<file path="config.mk">
export PLATFORM = sky130hd
export DESIGN_NAME = mips_cpu_ctrl_fsm_flat
export DESIGN_NICKNAME = d
export VERILOG_FILES = /design/src/rtl/mips_cpu_pkg.sv /design/src/rtl/mips_cpu_ctrl_fsm_if.sv /design/src/rtl/mips_cpu_ctrl_decode.sv /design/src/rtl/mips_cpu_ctrl_fsm.sv /design/src/flat_wrapper.sv
export SDC_FILE = /design/constraint.sdc
export NUM_CORES = 1
export LEC_CHECK = 0
export ABC_CLOCK_PERIOD_IN_PS = 4150
export CAP_MARGIN = 20
export CORE_AREA = 2 2 46 57
export DETAILED_ROUTE_END_ITERATION = 12
export DIE_AREA = 0 0 48 59
export HOLD_SLACK_MARGIN = 0.06
export PLACE_DENSITY = 0.66
export SYNTH_ARGS = -nofsm -noshare
export SYNTH_HDL_FRONTEND = slang
export SYNTH_SLANG_ARGS = --single-unit
</file>
<file path="constraint.sdc">
create_clock -name clk -period 4.15 [get_ports clk]
set_input_delay 1.245 -clock clk [delete_from_list [all_inputs] [get_ports clk]]
set_output_delay 1.245 -clock clk [all_outputs]
set_load 0.02 [all_outputs]
</file>
<file path="src/rtl/mips_cpu_pkg.sv">
// mips_cpu_pkg: state, instruction-class and mux-select encodings shared by the MIPS control path
package mips_cpu_pkg;
   typedef enum logic [2:0] {
      S_FETCH  = 3'd0,
      S_DECODE = 3'd1,
      S_EXEC   = 3'd2,
      S_MEM    = 3'd3,
      S_WB     = 3'd4,
      S_HALT   = 3'd5
   } state_t;
   typedef enum logic [3:0] {
      C_RTYPE, C_ITYPE, C_LOAD, C_STORE, C_BRANCH, C_JUMP, C_JAL, C_JR, C_INVALID
   } cls_t;
   localparam logic [5:0] OP_RTYPE = 6'h00, OP_J = 6'h02, OP_JAL = 6'h03, OP_BEQ = 6'h04,
                          OP_BNE = 6'h05, OP_ADDIU = 6'h09, OP_SLTI = 6'h0a, OP_SLTIU = 6'h0b,
                          OP_ANDI = 6'h0c, OP_ORI = 6'h0d, OP_XORI = 6'h0e, OP_LUI = 6'h0f,
                          OP_LW = 6'h23, OP_SW = 6'h2b;
   localparam logic [5:0] FN_SLL = 6'h00, FN_SRL = 6'h02, FN_SRA = 6'h03, FN_JR = 6'h08,
                          FN_ADDU = 6'h21, FN_SUBU = 6'h23, FN_AND = 6'h24, FN_OR = 6'h25,
                          FN_XOR = 6'h26, FN_NOR = 6'h27, FN_SLT = 6'h2a, FN_SLTU = 6'h2b;
   localparam logic       PC_SRC_SEQ = 1'b0, PC_SRC_TGT = 1'b1;
   localparam logic [1:0] TGT_BRANCH = 2'd0, TGT_JUMP = 2'd1, TGT_RS = 2'd2;
   localparam logic [1:0] DST_RT = 2'd0, DST_RD = 2'd1, DST_R31 = 2'd2;
   localparam logic [1:0] WB_ALU = 2'd0, WB_MEM = 2'd1, WB_PC8 = 2'd2;
endpackage

</file>
<file path="src/rtl/mips_cpu_ctrl_fsm_if.sv">
// mips_cpu_ctrl_fsm_if: instruction fields, memory handshake and datapath strobes of the control sequencer
interface mips_cpu_ctrl_fsm_if;
   logic [5:0] opcode;
   logic [5:0] funct;
   logic       sig_branch;
   logic       mem_waitrequest;
   logic       pc_zero;
   logic       active;
   logic       mem_read;
   logic       mem_write;
   logic       addr_sel;
   logic       ir_we;
   logic       pc_we;
   logic       pc_src;
   logic       tgt_we;
   logic [1:0] tgt_sel;
   logic       reg_we;
   logic [1:0] reg_dst;
   logic [1:0] wb_sel;
   logic       alu_b_sel;
   logic [2:0] state_o;
   modport master (
      input  opcode, funct, sig_branch, mem_waitrequest, pc_zero,
      output active, mem_read, mem_write, addr_sel, ir_we, pc_we, pc_src, tgt_we, tgt_sel,
             reg_we, reg_dst, wb_sel, alu_b_sel, state_o
   );
   modport slave (
      output opcode, funct, sig_branch, mem_waitrequest, pc_zero,
      input  active, mem_read, mem_write, addr_sel, ir_we, pc_we, pc_src, tgt_we, tgt_sel,
             reg_we, reg_dst, wb_sel, alu_b_sel, state_o
   );
endinterface

</file>
<file path="src/rtl/mips_cpu_ctrl_decode.sv">
// mips_cpu_ctrl_decode: combinational opcode/funct classifier; anything unrecognised is C_INVALID (run as NOP)
module mips_cpu_ctrl_decode
   import mips_cpu_pkg::*;
(
   input  logic [5:0] i_opcode,
   input  logic [5:0] i_funct,
   output cls_t       o_cls
);
   always_comb begin
      o_cls = C_INVALID;
      case (i_opcode)
         OP_RTYPE:
            case (i_funct)
               FN_SLL, FN_SRL, FN_SRA, FN_ADDU, FN_SUBU, FN_AND, FN_OR,
               FN_XOR, FN_NOR, FN_SLT, FN_SLTU: o_cls = C_RTYPE;
               FN_JR:   o_cls = C_JR;
               default: o_cls = C_INVALID;
            endcase
         OP_ADDIU, OP_SLTI, OP_SLTIU, OP_ANDI, OP_ORI, OP_XORI, OP_LUI: o_cls = C_ITYPE;
         OP_LW:         o_cls = C_LOAD;
         OP_SW:         o_cls = C_STORE;
         OP_BEQ, OP_BNE: o_cls = C_BRANCH;
         OP_J:          o_cls = C_JUMP;
         OP_JAL:        o_cls = C_JAL;
         default:       o_cls = C_INVALID;
      endcase
   end
endmodule

</file>
<file path="src/rtl/mips_cpu_ctrl_fsm.sv">
// mips_cpu_ctrl_fsm: multi-cycle FETCH/DECODE/EXEC/MEM/WB sequencer with wait states and halt at PC 0.
// Define MIPS_CPU_DELAY_SLOT_EN to redirect the PC one instruction late (branch delay slot).
module mips_cpu_ctrl_fsm
   import mips_cpu_pkg::*;
(
   input logic                  clk,
   input logic                  rst_n,
   mips_cpu_ctrl_fsm_if.master  bus
);
   state_t r_state;
   logic   r_taken;
   cls_t   w_cls;
   logic   w_taken, w_tgt_ok, w_pc_src;
   logic   w_f, w_e, w_m, w_w;
   mips_cpu_ctrl_decode u_decode (
      .i_opcode (bus.opcode),
      .i_funct  (bus.funct),
      .o_cls    (w_cls)
   );
   assign w_taken = (w_cls == C_BRANCH && bus.sig_branch) || w_cls inside {C_JUMP, C_JAL, C_JR};
   always_ff @(posedge clk) begin
      if (!rst_n) begin
         r_state <= S_FETCH;
         r_taken <= 1'b0;
      end else begin
         case (r_state)
            S_FETCH:  r_state <= bus.pc_zero ? S_HALT : (bus.mem_waitrequest ? S_FETCH : S_DECODE);
            S_DECODE: r_state <= S_EXEC;
            S_EXEC: begin
               r_state <= (w_cls inside {C_LOAD, C_STORE}) ? S_MEM : S_WB;
               r_taken <= w_taken;
            end
            S_MEM:    r_state <= bus.mem_waitrequest ? S_MEM : S_WB;
            S_WB:     r_state <= S_FETCH;
            default:  r_state <= S_HALT;
         endcase
      end
   end
`ifdef MIPS_CPU_DELAY_SLOT_EN
   logic r_pending;
   // a redirect recorded at WB is applied at the following instruction's WB
   always_ff @(posedge clk) begin
      if (!rst_n) r_pending <= 1'b0;
      else if (r_state == S_WB) r_pending <= !r_pending && r_taken;
   end
   assign w_tgt_ok = !r_pending;
   assign w_pc_src = r_pending;
`else
   assign w_tgt_ok = 1'b1;
   assign w_pc_src = r_taken;
`endif
   assign w_f = rst_n && r_state == S_FETCH && !bus.pc_zero;
   assign w_e = rst_n && r_state == S_EXEC;
   assign w_m = rst_n && r_state == S_MEM;
   assign w_w = rst_n && r_state == S_WB;
   assign bus.active    = rst_n && r_state != S_HALT;
   assign bus.mem_read  = w_f || (w_m && w_cls == C_LOAD);
   assign bus.mem_write = w_m && w_cls == C_STORE;
   assign bus.addr_sel  = w_m;
   assign bus.ir_we     = w_f && !bus.mem_waitrequest;
   assign bus.pc_we     = w_w;
   assign bus.pc_src    = (w_w && w_pc_src) ? PC_SRC_TGT : PC_SRC_SEQ;
   assign bus.tgt_we    = w_e && w_taken && w_tgt_ok;
   assign bus.tgt_sel   = !w_e ? TGT_BRANCH : w_cls == C_JR ? TGT_RS :
                          (w_cls inside {C_JUMP, C_JAL}) ? TGT_JUMP : TGT_BRANCH;
   assign bus.alu_b_sel = w_e && w_cls inside {C_ITYPE, C_LOAD, C_STORE};
   assign bus.reg_we    = w_w && w_cls inside {C_RTYPE, C_ITYPE, C_LOAD, C_JAL};
   assign bus.reg_dst   = !w_w ? DST_RT : w_cls == C_RTYPE ? DST_RD : w_cls == C_JAL ? DST_R31 : DST_RT;
   assign bus.wb_sel    = !w_w ? WB_ALU : w_cls == C_LOAD ? WB_MEM : w_cls == C_JAL ? WB_PC8 : WB_ALU;
   assign bus.state_o   = rst_n ? r_state : S_FETCH;
endmodule
</file>
<file path="src/flat_wrapper.sv">
// flat-port wrapper written by rule: the top's interface ports become plain ports
module mips_cpu_ctrl_fsm_flat import mips_cpu_pkg::*;
  (clk, rst_n, bus_opcode, bus_funct, bus_sig_branch, bus_mem_waitrequest, bus_pc_zero, bus_active, bus_mem_read, bus_mem_write, bus_addr_sel, bus_ir_we, bus_pc_we, bus_pc_src, bus_tgt_we, bus_tgt_sel, bus_reg_we, bus_reg_dst, bus_wb_sel, bus_alu_b_sel, bus_state_o);
  mips_cpu_ctrl_fsm_if bus_i ();
  input logic clk;
  input logic rst_n;
  input wire logic [$bits(bus_i.opcode)-1:0] bus_opcode;
  input wire logic [$bits(bus_i.funct)-1:0] bus_funct;
  input wire logic [$bits(bus_i.sig_branch)-1:0] bus_sig_branch;
  input wire logic [$bits(bus_i.mem_waitrequest)-1:0] bus_mem_waitrequest;
  input wire logic [$bits(bus_i.pc_zero)-1:0] bus_pc_zero;
  output wire logic [$bits(bus_i.active)-1:0] bus_active;
  output wire logic [$bits(bus_i.mem_read)-1:0] bus_mem_read;
  output wire logic [$bits(bus_i.mem_write)-1:0] bus_mem_write;
  output wire logic [$bits(bus_i.addr_sel)-1:0] bus_addr_sel;
  output wire logic [$bits(bus_i.ir_we)-1:0] bus_ir_we;
  output wire logic [$bits(bus_i.pc_we)-1:0] bus_pc_we;
  output wire logic [$bits(bus_i.pc_src)-1:0] bus_pc_src;
  output wire logic [$bits(bus_i.tgt_we)-1:0] bus_tgt_we;
  output wire logic [$bits(bus_i.tgt_sel)-1:0] bus_tgt_sel;
  output wire logic [$bits(bus_i.reg_we)-1:0] bus_reg_we;
  output wire logic [$bits(bus_i.reg_dst)-1:0] bus_reg_dst;
  output wire logic [$bits(bus_i.wb_sel)-1:0] bus_wb_sel;
  output wire logic [$bits(bus_i.alu_b_sel)-1:0] bus_alu_b_sel;
  output wire logic [$bits(bus_i.state_o)-1:0] bus_state_o;
  assign bus_i.opcode = bus_opcode;
  assign bus_i.funct = bus_funct;
  assign bus_i.sig_branch = bus_sig_branch;
  assign bus_i.mem_waitrequest = bus_mem_waitrequest;
  assign bus_i.pc_zero = bus_pc_zero;
  assign bus_active = bus_i.active;
  assign bus_mem_read = bus_i.mem_read;
  assign bus_mem_write = bus_i.mem_write;
  assign bus_addr_sel = bus_i.addr_sel;
  assign bus_ir_we = bus_i.ir_we;
  assign bus_pc_we = bus_i.pc_we;
  assign bus_pc_src = bus_i.pc_src;
  assign bus_tgt_we = bus_i.tgt_we;
  assign bus_tgt_sel = bus_i.tgt_sel;
  assign bus_reg_we = bus_i.reg_we;
  assign bus_reg_dst = bus_i.reg_dst;
  assign bus_wb_sel = bus_i.wb_sel;
  assign bus_alu_b_sel = bus_i.alu_b_sel;
  assign bus_state_o = bus_i.state_o;
  mips_cpu_ctrl_fsm u_core (.clk(clk), .rst_n(rst_n), .bus(bus_i));
endmodule
</file>
=== After elaboration in Yosys (flattened, before gate mapping) ===
Cells that the tools add are included.

* Word-level logic and storage cells: 85
* Register bits after elaboration: 4
* Output and inout port bits: 19
* Input bits: 17

* Reductions and logical operators: 30
* Muxes and demuxes: 17
* Equal/unequal tests: 36

{| class="wikitable"
|+ Operators with widths
! cell !! number
|-
| == test 6 bit (second input constant) || 10
|-
| == test 6 x 4 -> 1 bit (second input constant) || 8
|-
| case mux 4 bit (7 select lines) || 1
|-
| == test 6 x 2 -> 1 bit (second input constant) || 4
|-
| == test 4 x 3 -> 1 bit (second input constant) || 4
|-
| case mux 3 bit (5 select lines) || 1
|-
| logical AND 1 bit || 14
|-
| two-way mux 2 bit || 7
|-
| == test 6 x 3 -> 1 bit (second input constant) || 2
|-
| logical NOT 6 bit || 2
|-
| two-way mux 3 bit || 4
|-
| OR reduction 11 bit || 1
|-
| == test 4 x 2 -> 1 bit (second input constant) || 2
|-
| case mux 4 bit (2 select lines) || 1
|-
| OR reduction 7 bit || 1
|-
| == test 3 x 2 -> 1 bit (second input constant) || 2
|-
| nonzero test 3 bit || 2
|-
| == test 4 x 1 -> 1 bit (second input constant) || 1
|-
| logical NOT 4 bit || 1
|-
| nonzero test 2 bit || 2
|-
| nonzero test 4 bit || 1
|-
| == test 3 x 1 -> 1 bit (second input constant) || 1
|-
| == test 3 bit (second input constant) || 1
|-
| logical NOT 3 bit || 1
|-
| other kinds (5) || 9
|}

=== Longest topological paths before layout ===
Gate-level depths: netlist (run 1).

* Depth in word-level cells: 9
* Mapped depth: 6
* Depth with buffers taken out: 5

=== Hierarchy ===
Synthesis (run 1) repeated with hierarchy kept, for this count alone.

* Cell total of the unflattened synthesis: 92
* Area total of the unflattened synthesis: 596.8 sq um

{| class="wikitable"
|+ By module, submodules not included
! module !! area each (sq um) !! cells an instance !! sequential area each (sq um) !! instances
|-
| mips_cpu_ctrl_fsm || 397.9 || 59 || 80.1 || 1
|-
| mips_cpu_ctrl_decode || 198.9 || 33 || 0.0 || 1
|}

=== Worst setup path before layout (run 1) ===
No wires, ideal clock.

* Path kind: input to output
* Start point: input port bus_opcode[2]
* End point: output port bus_mem_write
* Stages on the path: 6
* Path buffers: 1
* Data arrival time: 2.722 ns
* Slack: 0.183 ns
* Required time: 2.905 ns
* Cells stage by stage: buf_2 nor4_4 o21bai_1 a21oi_2 nand2_1 nor4_1

* Longest elaborated chain between the ends: 5
* Elaborated cells between the ends (all ways): 19
* Classes of those cells: eq/ne (14); mux (1); reduce/logical (4)

{| class="wikitable"
|+ Ends and longest elaborated chain
! element !! line !! source
|-
| start, declared || flat_wrapper.sv:7 || <nowiki>input wire logic [$bits(bus_i.opcode)-1:0] bus_opcode;</nowiki>
|-
| == test 6 x 4 -> 1 bit / == test 6 x 3 -> 1 bit (equally long branches) || mips_cpu_ctrl_decode.sv:11 || <nowiki>case (i_opcode)</nowiki>
|-
| OR reduction 7 bit / OR reduction 2 bit (equally long branches) || mips_cpu_ctrl_decode.sv:11 ||
|-
| case mux 4 bit (7 select lines) * || mips_cpu_ctrl_decode.sv:11 ||
|-
| == test 4 x 2 -> 1 bit * || mips_cpu_ctrl_fsm.sv:58 || <nowiki>assign bus.mem_write = w_m && w_cls == C_STORE;</nowiki>
|-
| logical AND 1 bit * || mips_cpu_ctrl_fsm.sv:58 ||
|-
| end, declared || flat_wrapper.sv:14 || <nowiki>output wire logic [$bits(bus_i.mem_write)-1:0] bus_mem_write;</nowiki>
|}

Mark *: on every way between the ends. The rest lies on a longest branch, timed or not.

=== Final worst setup path (run 1) ===
* Start point: input port bus_opcode[4]
* End point: output port bus_wb_sel[1]

* Longest elaborated chain between the ends: 7
* Elaborated cells between the ends (all ways): 22
* Classes of those cells: eq/ne (15); mux (4); reduce/logical (3)

{| class="wikitable"
|+ Ends and longest elaborated chain
! element !! line !! source
|-
| == test 6 x 4 -> 1 bit / == test 6 x 3 -> 1 bit (equally long branches) || mips_cpu_ctrl_decode.sv:11 ||
|-
| OR reduction 7 bit / OR reduction 2 bit (equally long branches) || mips_cpu_ctrl_decode.sv:11 ||
|-
| case mux 4 bit (7 select lines) * || mips_cpu_ctrl_decode.sv:11 ||
|-
| == test 4 x 3 -> 1 bit || mips_cpu_ctrl_fsm.sv:69 || <nowiki>assign bus.wb_sel = !w_w ? WB_ALU : w_cls == C_LOAD ? WB_MEM : w_cls == C_JAL ? WB_PC8 : WB_ALU;</nowiki>
|-
| two-way mux 2 bit || mips_cpu_ctrl_fsm.sv:69 ||
|-
| two-way mux 2 bit * (2 in series) || mips_cpu_ctrl_fsm.sv:69 ||
|-
| end, declared || flat_wrapper.sv:23 || <nowiki>output wire logic [$bits(bus_i.wb_sel)-1:0] bus_wb_sel;</nowiki>
|}

Marked as above.

==> results of run 1 <==
==> cell families (layout without fill, tap and decap cells) <==
kind of cell / after synthesis / count (layout) / synth area share
flip-flops: 4 / 4 / 0.122
AO/OA/AOI/OAI: 28 / 28 / 0.304
XOR/XNOR: 1 / 1 / 0.0134
buffers and inverters: 8 / 67 / 0.0612
AND/OR/NAND/NOR: 56 / 56 / 0.499
==> sequential cells by signal, summed over array words and instances (netlist names) <==
signal          cells
u_core.r_state      3
u_core.r_taken      1
==> per-layer routing <==
layer | GRT usage | routed length (um) | up-vias
met5 | 0 | 0 | -
met1 | 0.185 | 931 | 424
li1 | - | - | 474
met2 | 0.322 | 1270 | 37
met3 | 0.0213 | 146 | 4
met4 | 0.0888 | 40 | 0
==> synth_stat cells, types with 2 or more instances <==
cell / n
o21bai_1: 3
nor3b_1: 2
nor3_1: 5
buf_2: 2
dfxtp_1: 4
o21ai_0: 4
nand2b_1: 4
nor2b_1: 4
nand2_1: 8
and3_1: 3
inv_1: 3
or2_1: 2
a31oi_1: 2
nand3_1: 2
and2_1: 4
a21oi_1: 7
nor2_1: 13
==> where the power goes <==
| part | total, uW | internal (uW) | switching [uW] |
|---|---|---|---|
| combinational | 122 | 64.8 | 56.8 |
| clock | 48.6 | 32.4 | 16.3 |
| sequential | 59.0 | 44.7 | 14.3 |
==> cell type report <==
| class | instances | area share |
|---|---|---|
| Multi-Input combinational cell | 85 | 0.466 |
| Sequential cell | 4 | 0.0657 |
| Clock buffer | 3 | 0.0185 |
| Timing Repair Buffer | 60 | 0.406 |
| Tap cell | 31 | 0.0318 |
| Inverter | 4 | 0.0123 |
==> per-stage QoR <==
step	hold WS [ns]	total power, uW	util	instances	setup slack, ns
global placement	0.489	178	0.531	183	-0.558
detailed placement	0.496	180	0.531	183	-0.565
finish	0.499	229	0.540	187	0.0413
floorplan	0.441	117	-	97	0.183
CTS	0.504	230	0.542	186	-0.127
global route	0.536	250	0.540	187	-0.0464
==> worst max-delay path: cells and delay by family <==
family | cells | cell delay (ns)
and+or+nand+nor | 2 | 0.43
buffers and inverters | 4 | 1.18
==> timing repair <==
action                                  CTS  global route
cloned                                    0             0
buffers inserted                          0             1
pin swaps                                 2             1
hold buffers                              0             0
resized for setup                        34            18
endpoints found under the setup margin   12             9
hold endpoints to repair                  0             0
==> worst min path at each step <==
stage,startpoint,endpoint,slack [ns]
global route,u_core.r_taken,u_core.r_taken,0.54
finish,u_core.r_taken,u_core.r_taken,0.50
floorplan,u_core.r_taken,u_core.r_taken,0.44
detailed placement,u_core.r_taken,u_core.r_taken,0.50
global placement,u_core.r_taken,u_core.r_taken,0.49
CTS,u_core.r_taken,u_core.r_taken,0.50
==> flow_summary.ini, run 1 <==
[hold_path]
worstHoldPathCells = 1
min_path_type = register to register

[placed_design]
globalplace.congestion = 0.853
detailed_place_hpwl_um = 1840
post_dp_cell_area_mm2 = 0.00120
io_buffer_count = 35

[yosys]
net_count_after_synthesis = 114
synth_seq_area_share = 0.122
netlist.area_leader.share = 0.122
syn-mean-instance-area_um2 = 6.75
netlist_area_um2 = 654
synth_edf_count = 0
dominantRegCellSynth = dfxtp_1
post_synth_num_cell_types = 42
ys_ff_latch = 4
post-synth-top-area-cell = dfxtp_1
async_reset_ff_frac = 0
yosys_warning_count = 0
ys_top_cells_by_area = dfxtp_1 12%, nor2_1 7.5%, a21oi_1 5.4%
synthesized_instance_count = 97

[sta]
max_freq_ghz = 0.243
max_slew_margin = 0.787
rsz_0062_raised_after_global_routing = true
setup_violations = 0
timing.clock.skew_ns = 0.000211
report.final.hold_viol_count = 0
post-route-min-period_ns = 4.11
tns_ns = 0
max_slew.worst_pin.slew_ns = 0.319
timing_max_transition_violations_final = 0
final.period_utilization = 0.990

[drt]
detailedRoute.firstIterationViolations = 13
final_antenna_net_count = 0
routed-via-count = 939
drtPass1Iterations = 4
drt_drc_violations_left = 0
post_drt_via_cell_ratio = 5.02
route.final.wire_length_um = 2390
avgRoutedWirePerCell_um = 12.8

[worst_setup_path]
timing.critical_path.to_type = output port
timing.critical_path.required_ns = 2.90
critical_path.startpoint_type = input port
count_of_cells_along_the_worst_register_to_register_path = 6
reg2reg_to = u_core.r_taken
rrSetupSlack_ns = 2.68
worst_path_max_delay_cell = clkdlybuf4s50_1
critPathMaxFanout = 5
timing.critical_path.mode_cell = buf_4
worstSetupPathType = input port to output port
cp-endpoint = bus_wb_sel[1]
maximum_single_stage_delay_on_the_critical_path_ns = 0.46
cp-startpoint = bus_opcode[4]
regToRegStartpoint = u_core.r_state[1]
cp.arrival_ns = 2.86
worstPathCellList = clkdlybuf4s50_1, buf_4, nand4b_1, buf_4, nor3_1, clkdlybuf4s15_1

[global_route]
aggregate_global_routing_overflow = 0
grt_usage = 0.176
antenna_found_initial = 0
wire_length_of_the_first_global_routing_pass_um = 3670
grt_max_degree = 12
number_of_global_route_vias_before_repair = 935

[pwr]
power_leakage_uw = 0.000547
cellPowerDensity_mw_per_mm2 = 188
peakVddDrop_mv = 0.175

[cells_and_area]
ff_latch_area_um2 = 80.1
antennaDiodeCount = 0
multiInputGateArea_um2 = 568
fillCellCount = 234
layout.cells.most_common = buf_4
nets = 175
mostFrequentLayoutCells = 27 x buf_4, 18 x clkdlybuf4s50_1, 12 x nor2_1, 8 x nand2_1
area_growth_synth_to_finish_pct = 86.2
post_route_cell_area_mm2 = 0.00122
drive_gt1_frac = 0.301

[clock_tree]
root_buffer_selected_by_cts = clkbuf_4
clock_latency_ns = 0.23
htree_levels = 1
numCtsBuffers = 3
ctsLongestPathBuffers = 2
cts.sink_count = 4
tritoncts = done
worst_setup_hold_path_clk_slew_ns = 0.04

[die]
core_footprint_mm2 = 0.00226
ioPinCount = 36
number_of_rows_in_the_core_area = 19
initial_utilization = 0.290
dieHeight_um = 59
die-area_mm2 = 0.00283
fp.dieW_um = 48

[run]
cap_viol_max_count = 0

[status]
status = completed
No activity file was read; power rests on OpenSTA's default activity.
==> run 2, diff against run 1 <==
--- a/config.mk
+++ b/config.mk
@@ -7,3 +7,3 @@
 export LEC_CHECK = 0
-export ABC_CLOCK_PERIOD_IN_PS = 4150
+export ABC_CLOCK_PERIOD_IN_PS = 5200
 export CAP_MARGIN = 20
==> constraint.sdc (replaced) <==
create_clock -name clk -period 5.2 [get_ports clk]
set_input_delay 1.56 -clock clk [delete_from_list [all_inputs] [get_ports clk]]
set_output_delay 1.56 -clock clk [all_outputs]
set_load 0.005 [all_outputs]
==> run 2 against run 1 <==
Net effect: clock skew is essentially flat; register-to-register slack gained 1.0 ns; utilization shrank 1.1 points; first-iteration DRC count shrank 7.7%; critical path depth grew 1; largest power group unchanged; highest routed layer unchanged.
==> flow_summary.ini, run 2 (synthesis results as in run 1) <==
[drt]
drt_drc_violations_left = 0
route.final.wire_length_um = 2250
detailedRoute.firstIterationViolations = 12
routed-via-count = 918
drtPass1Iterations = 4
final_antenna_net_count = 0
post_drt_via_cell_ratio = 5.16
avgRoutedWirePerCell_um = 12.6

[sta]
setup_violations = 0
timing.clock.skew_ns = 0.0000450
report.final.hold_viol_count = 0
max_freq_ghz = 0.197
post-route-min-period_ns = 5.07
max_slew.worst_pin.slew_ns = 0.332
setup_ws_ns = 0.133
final.period_utilization = 0.974
fin_hold_ws_ns = 0.493
max_slew_margin = 0.778
timing_max_transition_violations_final = 0

[global_route]
grt_usage = 0.169
antenna_found_initial = 0
number_of_global_route_vias_before_repair = 919
grt_max_degree = 12
wire_length_of_the_first_global_routing_pass_um = 3560
aggregate_global_routing_overflow = 0

[worst_setup_path]
timing.critical_path.mode_cell = clkdlybuf4s50_1
rrSetupSlack_ns = 3.69
critical_path.startpoint_type = input port
worst_path_max_delay_cell = clkdlybuf4s50_1
worstSetupPathType = input port to output port
cp_top_family = buffers and inverters
regToRegStartpoint = u_core.r_state[1]
critPathMaxFanout = 7
timing.critical_path.required_ns = 3.64
critical_path_buf_inv_count = 2
maximum_single_stage_delay_on_the_critical_path_ns = 0.59
worstPathCellList = clkdlybuf4s50_1, and3b_1, o21ai_0, a21oi_2, nand2_1, nor4_2, clkdlybuf4s50_1
count_of_cells_along_the_worst_register_to_register_path = 6
timing.critical_path.to_type = output port
reg2reg_to = u_core.r_taken
cp.arrival_ns = 3.51

[die]
core_footprint_mm2 = 0.00226
number_of_rows_in_the_core_area = 19
die-area_mm2 = 0.00283
dieHeight_um = 59
ioPinCount = 36
initial_utilization = 0.290
fp.dieW_um = 48

[cells_and_area]
regMostFlops = u_core.r_state
fillCellCount = 230
drive_gt1_frac = 0.197
antennaDiodeCount = 0
layout.cells.most_common = clkdlybuf4s50_1
nets = 166
finish.utilization = 0.529
number_of_flip_flops_in_the_largest_register = 3
largest_registers = u_core.r_state x3, u_core.r_taken x1
area_growth_synth_to_finish_pct = 82.6
mostFrequentLayoutCells = 31 x clkdlybuf4s50_1, 16 x buf_4, 13 x nor2_1, 8 x nand2_1, 7 x a21oi_1

[pwr]
peakVddDrop_mv = 0.137
design_power_total_uw = 171
cellPowerDensity_mw_per_mm2 = 143
power_leakage_uw = 0.000490

[status]
status = completed

[run]
cap_viol_max_count = 0

[placed_design]
detailed_place_hpwl_um = 1790
globalplace.congestion = 0.808
pre_cts_ws_ns = -0.0306
io_buffer_count = 35

[clock_tree]
root_buffer_selected_by_cts = clkbuf_4
clock_latency_ns = 0.23
worst_setup_hold_path_clk_slew_ns = 0.04
cts_post_setup_buffers_inserted = 0
cts.sink_count = 4
ctsLongestPathBuffers = 2
htree_levels = 1
tritoncts = done
numCtsBuffers = 3

[hold_path]
min_path_type = register to register
worstHoldStart = u_core.r_taken
worstHoldPathCells = 1
holdPathEnd = u_core.r_taken
[run 2: cell types whose count changed in the layout (fill, tap and decap cells not counted)]
cell	previous run	this run
buf_2	4	0
buf_4	27	16
clkbuf_2	2	0
clkdlybuf4s15_1	2	0
clkdlybuf4s50_1	18	31
dlygate4sd2_1	7	2
dlymetal6s2s_1	0	2
nor2_1	12	13
nor2_2	1	0
nor3_1	4	5
nor3_2	1	0
nor3b_1	1	0
nor3b_2	1	2
[run 2: routing by layer]
metal,up-vias,global-route usage,wire length [um]
li1,456,-,-
met5,-,0,0
met1,417,0.178,924
met2,41,0.316,1170
met4,0,0.0579,23
met3,4,0.0305,127
[run 2: how the worst max path moves through the flow]
| stage | startpoint | endpoint | slack [ns] | cells after the start |
|---|---|---|---|---|
| 6_report | bus_opcode[5] | bus_mem_write | 0.13 | 7 |
| 3_5_place_dp | bus_opcode[1] | bus_mem_write | -0.03 | 7 |
| 5_1_grt | rst_n | bus_reg_we | -0.005 | 7 |
| 2_1_floorplan | bus_opcode[2] | bus_mem_write | 1.02 | 6 |
| 3_3_place_gp | bus_opcode[0] | bus_mem_write | -0.04 | 7 |
| 4_1_cts | bus_opcode[0] | bus_mem_write | -0.02 | 7 |
[run 2: what timing repair did]
action,in CTS,in global routing
hold buffers,0,0
pin swaps,1,1
gates resized for setup,3,6
cloned,0,0
setup endpoints to repair,2,7
[run 2: metrics by stage]
step	instances	setup TNS (ns)	area (um2)
final	178	0	1190
after floorplan	97	0	654
after global placement	175	-0.0538	1140
after CTS	178	-0.0164	1160
after detailed placement	175	-0.0306	1140
after global routing	178	-0.00771	1190
[run 2: area by class of cell]
cell class | count | area [um2] | share of cell area
flip-flops and latches | 4 | 80.1 | 0.0670
multi-input cells | 85 | 566 | 0.473
inverters | 4 | 15.0 | 0.0126
clock buffers | 3 | 22.5 | 0.0188
repair buffers | 51 | 473 | 0.396
well taps | 31 | 38.8 | 0.0325
[run 2: power breakdown]
part	switching (uW)	total (uW)	internal, uW
Clock	12.9	38.7	25.8
Sequential	11.0	46.8	35.7
Combinational	37.0	85.6	48.6
Total	61.0	171	110
==> run 3, diff against run 2 <==
CTS_CLUSTER_DIAMETER = 30   (was not set)
HOLD_SLACK_MARGIN = not set   (was 0.06)
==> results of run 3 <==
Same layout as run 2: the final DEF is identical, and so are final timing and power.
